[src/rtl/core_pkg.sv]
// Shared definitions for the dispatch operand stage: default widths and the
// micro-op record carried by each execution-unit output slot.
// Ports: none (package).
package core_pkg;

  localparam int XLEN_DEF    = 32;
  localparam int PREG_W_DEF  = 6;
  localparam int ROB_W_DEF   = 5;
  localparam int OPC_W_DEF   = 7;
  localparam int CNT_W_DEF   = 16;
  localparam int LUI_OPC_DEF = 0;  // LUI executes as ADD with a zero operand A

  // Micro-op as held in a unit slot, at the default widths. The top level
  // rebuilds the same layout at its own parameter widths.
  typedef struct packed {
    logic [XLEN_DEF-1:0]   a;
    logic [XLEN_DEF-1:0]   b;
    logic [OPC_W_DEF-1:0]  opc;
    logic [ROB_W_DEF-1:0]  rob;
    logic [PREG_W_DEF-1:0] dest;
  } dispatch_uop_t;

endpackage

[src/rtl/dispatch_slot.sv]
// One execution-unit output register with valid/ready handshake.
// Latency: load visible one cycle after accept; holds contents while !consume.
// Ports: clk/rst_n, flush, load+uop_in, consume, req, uop_out/valid/free, stall_cnt.
module dispatch_slot #(
  parameter type uop_t = core_pkg::dispatch_uop_t,
  parameter int  CNT_W = 16
) (
  input  logic             clk,
  input  logic             rst_n,
  input  logic             flush,
  input  logic             load,
  input  uop_t             uop_in,
  input  logic             consume,
  input  logic             req,
  output uop_t             uop_out,
  output logic             valid,
  output logic             free,
  output logic [CNT_W-1:0] stall_cnt
);

  assign free = !valid | consume;

  always_ff @(posedge clk) begin
    if (!rst_n) begin
      valid     <= 1'b0;
      uop_out   <= '0;
      stall_cnt <= '0;
    end else begin
      // Flush wins; a load while the old op is consumed keeps valid high.
      if (flush)        valid <= 1'b0;
      else if (load)    valid <= 1'b1;
      else if (consume) valid <= 1'b0;

      if (load) uop_out <= uop_in;

      // Only counts cycles where upstream really wanted this slot.
      if (req && !free && (stall_cnt != '1))
        stall_cnt <= stall_cnt + 1'b1;
    end
  end

endmodule

[src/rtl/dispatch_operand_stage.sv]
// Register-read / dispatch stage: forms operands and steers each micro-op
// into one of NUM_UNITS output slots; 1-cycle latency, ready_o drops on flush
// or when the target slot is occupied and not being consumed.
module dispatch_operand_stage
  import core_pkg::*;
#(
  parameter int XLEN      = XLEN_DEF,
  parameter int PREG_W    = PREG_W_DEF,
  parameter int ROB_W     = ROB_W_DEF,
  parameter int OPC_W     = OPC_W_DEF,
  parameter int NUM_UNITS = 2,
  parameter int LUI_OPC   = LUI_OPC_DEF,
  parameter int CNT_W     = CNT_W_DEF,
  localparam int UNIT_W   = (NUM_UNITS > 1) ? $clog2(NUM_UNITS) : 1
) (
  input  logic                        cpu_clock_i,
  input  logic                        cpu_reset_ni,
  input  logic                        flush_i,
  input  logic [ROB_W+2*PREG_W:0]     data_i,
  input  logic                        valid_i,
  output logic                        ready_o,
  output logic [ROB_W-1:0]            rob_o,
  output logic [PREG_W-1:0]           rs1_o,
  output logic [PREG_W-1:0]           rs2_o,
  input  logic [XLEN-1:0]             rs1_data_i,
  input  logic [XLEN-1:0]             rs2_data_i,
  input  logic [OPC_W-1:0]            opcode_i,
  input  logic                        imm_i,
  input  logic [XLEN-1:0]             immediate_i,
  input  logic [PREG_W-1:0]           dest_i,
  input  logic                        lui_i,
  input  logic [UNIT_W-1:0]           unit_i,
  output logic [NUM_UNITS*XLEN-1:0]   unit_a_o,
  output logic [NUM_UNITS*XLEN-1:0]   unit_b_o,
  output logic [NUM_UNITS*OPC_W-1:0]  unit_opc_o,
  output logic [NUM_UNITS*ROB_W-1:0]  unit_rob_o,
  output logic [NUM_UNITS*PREG_W-1:0] unit_dest_o,
  output logic [NUM_UNITS-1:0]        unit_valid_o,
  input  logic [NUM_UNITS-1:0]        unit_ready_i,
  output logic                        illegal_o,
  output logic [NUM_UNITS*CNT_W-1:0]  stall_cnt_o
);

  localparam int SEL_N = 1 << UNIT_W;

  typedef struct packed {
    logic [XLEN-1:0]   a;
    logic [XLEN-1:0]   b;
    logic [OPC_W-1:0]  opc;
    logic [ROB_W-1:0]  rob;
    logic [PREG_W-1:0] dest;
  } uop_t;

  logic                 unused_spare;
  logic [UNIT_W-1:0]    sel;
  logic [SEL_N-1:0]     legal_vec;
  logic [SEL_N-1:0]     free_vec;
  logic [NUM_UNITS-1:0] slot_free;
  logic                 accept;
  logic                 illegal_q;
  uop_t                 uop_in;

  // Micro-op field extraction feeds the instruction RAM and register file.
  assign rob_o        = data_i[ROB_W-1:0];
  assign unused_spare = data_i[ROB_W];
  assign rs1_o        = data_i[ROB_W+1 +: PREG_W];
  assign rs2_o        = data_i[ROB_W+1+PREG_W +: PREG_W];

  // With a single unit the selector is meaningless and forced to slot 0.
  assign sel = (NUM_UNITS == 1) ? '0 : unit_i;

  // Selector space padded to a power of two so out-of-range codes index
  // safely; legal_vec marks which codes name a real unit.
  always_comb begin
    legal_vec = '0;
    free_vec  = '0;
    for (int i = 0; i < NUM_UNITS; i++) begin
      legal_vec[i] = 1'b1;
      free_vec[i]  = slot_free[i];
    end
  end

  // Illegal targets are always accepted so they can be dropped and reported.
  assign ready_o = !flush_i & (!legal_vec[sel] | free_vec[sel]);
  assign accept  = valid_i & ready_o;

  always_comb begin
    uop_in      = '0;
    uop_in.a    = lui_i ? '0 : rs1_data_i;
    uop_in.b    = (imm_i | lui_i) ? immediate_i : rs2_data_i;
    uop_in.opc  = lui_i ? OPC_W'(LUI_OPC) : opcode_i;
    uop_in.rob  = rob_o;
    uop_in.dest = dest_i;
  end

  always_ff @(posedge cpu_clock_i) begin
    if (!cpu_reset_ni) illegal_q <= 1'b0;
    else               illegal_q <= accept & !legal_vec[sel];
  end
  assign illegal_o = illegal_q;

  for (genvar k = 0; k < NUM_UNITS; k++) begin : g_slot
    uop_t q;
    logic hit;

    assign hit = (sel == UNIT_W'(k));

    dispatch_slot #(
      .uop_t (uop_t),
      .CNT_W (CNT_W)
    ) u_slot (
      .clk       (cpu_clock_i),
      .rst_n     (cpu_reset_ni),
      .flush     (flush_i),
      .load      (accept & hit),
      .uop_in    (uop_in),
      .consume   (unit_ready_i[k]),
      .req       (valid_i & !flush_i & hit),
      .uop_out   (q),
      .valid     (unit_valid_o[k]),
      .free      (slot_free[k]),
      .stall_cnt (stall_cnt_o[k*CNT_W +: CNT_W])
    );

    assign unit_a_o[k*XLEN +: XLEN]       = q.a;
    assign unit_b_o[k*XLEN +: XLEN]       = q.b;
    assign unit_opc_o[k*OPC_W +: OPC_W]   = q.opc;
    assign unit_rob_o[k*ROB_W +: ROB_W]   = q.rob;
    assign unit_dest_o[k*PREG_W +: PREG_W] = q.dest;
  end

endmodule

[config.mk]
export PLATFORM = sky130hd
export DESIGN_NAME = dispatch_operand_stage
export DESIGN_NICKNAME = d
export VERILOG_FILES = /design/src/rtl/core_pkg.sv /design/src/rtl/dispatch_slot.sv /design/src/rtl/dispatch_operand_stage.sv
export SDC_FILE = /design/constraint.sdc
export NUM_CORES = 1
export LEC_CHECK = 0
export CAP_MARGIN = 20
export CORE_ASPECT_RATIO = 0.7
export CORE_MARGIN = 3
export CORE_UTILIZATION = 42
export DETAILED_ROUTE_END_ITERATION = 10
export PLACE_DENSITY = 0.8
export SLEW_MARGIN = 10
export SYNTH_ARGS = -nofsm -noshare
export SYNTH_HDL_FRONTEND = slang
export SYNTH_SLANG_ARGS = --single-unit
export TNS_END_PERCENT = 50
[constraint.sdc]
create_clock -name cpu_clock_i -period 2.6 [get_ports cpu_clock_i]
set_clock_uncertainty 0.15 [all_clocks]
set_input_delay 0.39 -clock cpu_clock_i [delete_from_list [all_inputs] [get_ports cpu_clock_i]]
set_output_delay 0.39 -clock cpu_clock_i [all_outputs]
set_load 0.01 [all_outputs]
==> impl_metrics.yaml <==
status:
  status: "complete, no violations"
yosys:
  synthCells: 962
  synth_top_family_by_area: "simple AND/OR/NAND/NOR gates"
  ys_seq_area_frac: 0.493
  yosys.area_share.adder: 0.00311
  synth-xor-area-share: 0
  synth_compound_area_frac: 0.166
  syn_area_um2: 8040
  synthMuxAreaShare: 0.0461
  syn-num-nets: 1100
  synthDistinctLibCells: 42
  ys_ff_latch: 198
  avgSynthCellArea_um2: 8.36
  synth-simple-area-share: 0.235
  yosysWarnings: 0
clocking:
  ctsResizeCount: 0
  cts_buffers: 17
  holdBufCountCts: 0
  cts_sinks: 198
  cts_tree: "built"
  clk_latency_ns: 0.42
  post_cts_buffers: 0
  clk_pin_slew_ns: 0.08
  cts_htree_levels: 4
  cts.path.max_buffers: 2
  cts_root_buffer: "clkbuf_16"
worst_hold_path:
  holdCritPathClass: "flip-flop to flip-flop"
placed_design:
  place_congestion: 0.883
  io_buffers: 326
  place.detailed.hpwl_mm: 18.0
route:
  routed_wl_mm: 25.0
  firstDrtPassIters: 5
  wl_per_cell_um: 16.7
  vias_per_cell: 5.25
  route.antenna.remaining_nets: 0
  route.detailed.drc: 0
  vias: 7848
  drt_iter0_drc: 461
final_layout:
  area_delta_synth_final_pct: 50.9
  fill_cells: 1555
  diodes: 0
  multi_input_area_um2: 3650
  drive_above_1_share: 0.0595
  seqCellArea_um2: 3960
  finalNetCount: 1385
  final_util: 0.659
timing:
  finalMaxSlewViolations: 0
  fin_crit_sh: 0.970
  holdWs_ns: 0.305
  hold_viol_final: 0
  finalSetupViolCount: 0
  fin_setup_tns_ns: 0
  fmax_mhz: 396
  rsz0062_at_grt: "false"
  min_period_ns: 2.52
floorplanning:
  dieArea_um2: 20900
  io_pins: 353
  coreArea_um2: 18400
  num_rows: 41
  die_width_um: 171
  start_util: 0.437
  fp.dieH_um: 122
worst_setup_path:
  slowest_stage: "clkdlybuf4s50_1"
  worstSetupEndpointType: "output port"
  cpPeakStageDelay_ns: 0.57
  critPathLaunchType: "primary input"
  arrival_ns: 1.98
  path_class: "primary input to output port"
  critPathBufInv: 3
  path_max_fanout: 6
  crit_family: "buffers and inverters"
  cp.required_ns: 2.06
  cp_cell_sequence: "clkdlybuf4s50_1 -> buf_4 -> nor2_1 -> a21oi_1 -> nor2_1 -> clkdlybuf4s50_1"
pwr:
  p_per_area_nw_per_um2: 545
  leakage_nw: 4.07
  irDropWorstVdd_uv: 454
  total_power_mw: 6.61
grt:
  antenna_found_initial: 0
  grt_pass1_vias: 7427
  track_usage: 0.232
  grt_max_degree: 66
  grt_overflow: 0
  grt_first_pass_wirelength_mm: 38.8
job:
  max_cap_viol_count: 0
==> synth_stat cells (all sizes together) <==
library cell,count,area [µm²]
o31ai,16,120
o2111ai,1,8.76
or4b,1,10.0
a21oi,125,626
clkbuf,62,233
o211a,1,10.0
nand4bb,1,27.5
ha,2,25.0
or2,1,6.26
dfxtp,198,3960
o311a,1,10.0
nor2b,40,250
conb,1,3.75
o211ai,1,7.51
o21ai,7,35.0
nor4,8,56.3
nor3,2,10.0
nor2,71,267
buf,29,196
nand2b,7,43.8
o31a,1,8.76
nand3,5,25.0
and3,7,43.8
or3,4,25.0
inv,5,18.8
and4,3,26.3
a211oi,67,503
or3b,2,17.5
nor4b,1,15.0
nand2,220,826
and4b,1,10.0
and2,1,6.26
o21bai,1,7.51
or4,18,139
nand4,14,87.6
mux2i,37,370
==> power by group <==
| part | switching, mW | internal [mW] | leakage, nW | total (mW) |
|---|---|---|---|---|
| registers | 0.0453 | 3.12 | 1.61 | 3.16 |
| logic | 0.375 | 0.445 | 2.18 | 0.820 |
| clock network | 1.25 | 1.37 | 0.284 | 2.62 |
==> registers in the layout, summed over array words and instances, names as in the netlist <==
| signal | flops |
|---|---|
| g_slot.u_slot.valid | 2 |
| g_slot.u_slot.uop_out | 164 |
| g_slot.u_slot.stall_cnt | 32 |
==> tightest hold or removal path: stages, from the launching register on <==
cell,delay (ns)
dfxtp_1,0.31
nand2_1,0.05
a21oi_1,0.05
==> path summary, 6_finish.rpt <==
path / depth (start not counted) / slack, ns / from / to
max reg2reg: 5 / 0.54 / g_slot[0].u_slot.stall_cnt[1] / g_slot[0].u_slot.stall_cnt[14]
min reg2reg: 2 / 0.31 / g_slot[0].u_slot.uop_out[63] / g_slot[0].u_slot.uop_out[63]
min: 2 / 0.31 / g_slot[0].u_slot.uop_out[63] / g_slot[0].u_slot.uop_out[63]
max: 6 / 0.08 / unit_i / ready_o
==> stage by stage <==
step	std cells	setup slack (ns)	cell area, µm²
3_5_place_dp	1464	0.0785	11500
5_1_grt	1496	0.0147	12100
2_1_floorplan	962	0.487	8040
4_1_cts	1496	0.0725	12100
6_report	1496	0.0778	12100
3_3_place_gp	1464	0.117	11500
==> final cells by class <==
cell class / instances / share of cell area
clock buffer: 18 / 0.0354
clock inverter: 14 / 0.0136
sequential: 198 / 0.327
inverter: 5 / 0.00196
timing repair buffer: 357 / 0.297
tap: 236 / 0.0243
multi-input combinational: 668 / 0.301
==> cell families (layout without fill, tap and decap cells) <==
group           Yosys count  count (layout)
simple gates            407             407
compound gates          221             221
flops                   198             198
buf+inv                  96             394
mux                      37              37
fa+ha+maj                 2               2
other cells               1               1
==> placed cells by master (no fill, tap or decap), types with 2 or more instances in the layout <==
cell / n
inv_8: 2
inv_1: 4
clkinv_8: 3
buf_12: 9
buf_4: 22
mux2i_1: 37
nand4_1: 14
clkdlybuf4s50_1: 325
and3_1: 7
nor4_1: 7
dfxtp_1: 198
nor3_1: 2
inv_6: 5
o31ai_1: 16
ha_1: 2
a21oi_1: 125
or3_1: 4
nand2_1: 220
clkinvlp_4: 2
o21ai_0: 7
nand2b_1: 7
a211oi_1: 67
or4_1: 17
clkbuf_16: 17
nor2b_1: 39
and4_1: 2
nor2_1: 70
nand3_1: 5
or3b_2: 2
==> routing by layer <==
layer	wire, µm	share of wire	vias to the layer above	track usage
met3	2200	0.088	30	0.0827
met4	401	0.016	0	0.0633
met5	0	0	-	0
met2	12000	0.48	282	0.385
li1	-	-	3882	-
met1	10400	0.42	3654	0.289
Power figures use the tool's default switching activity.
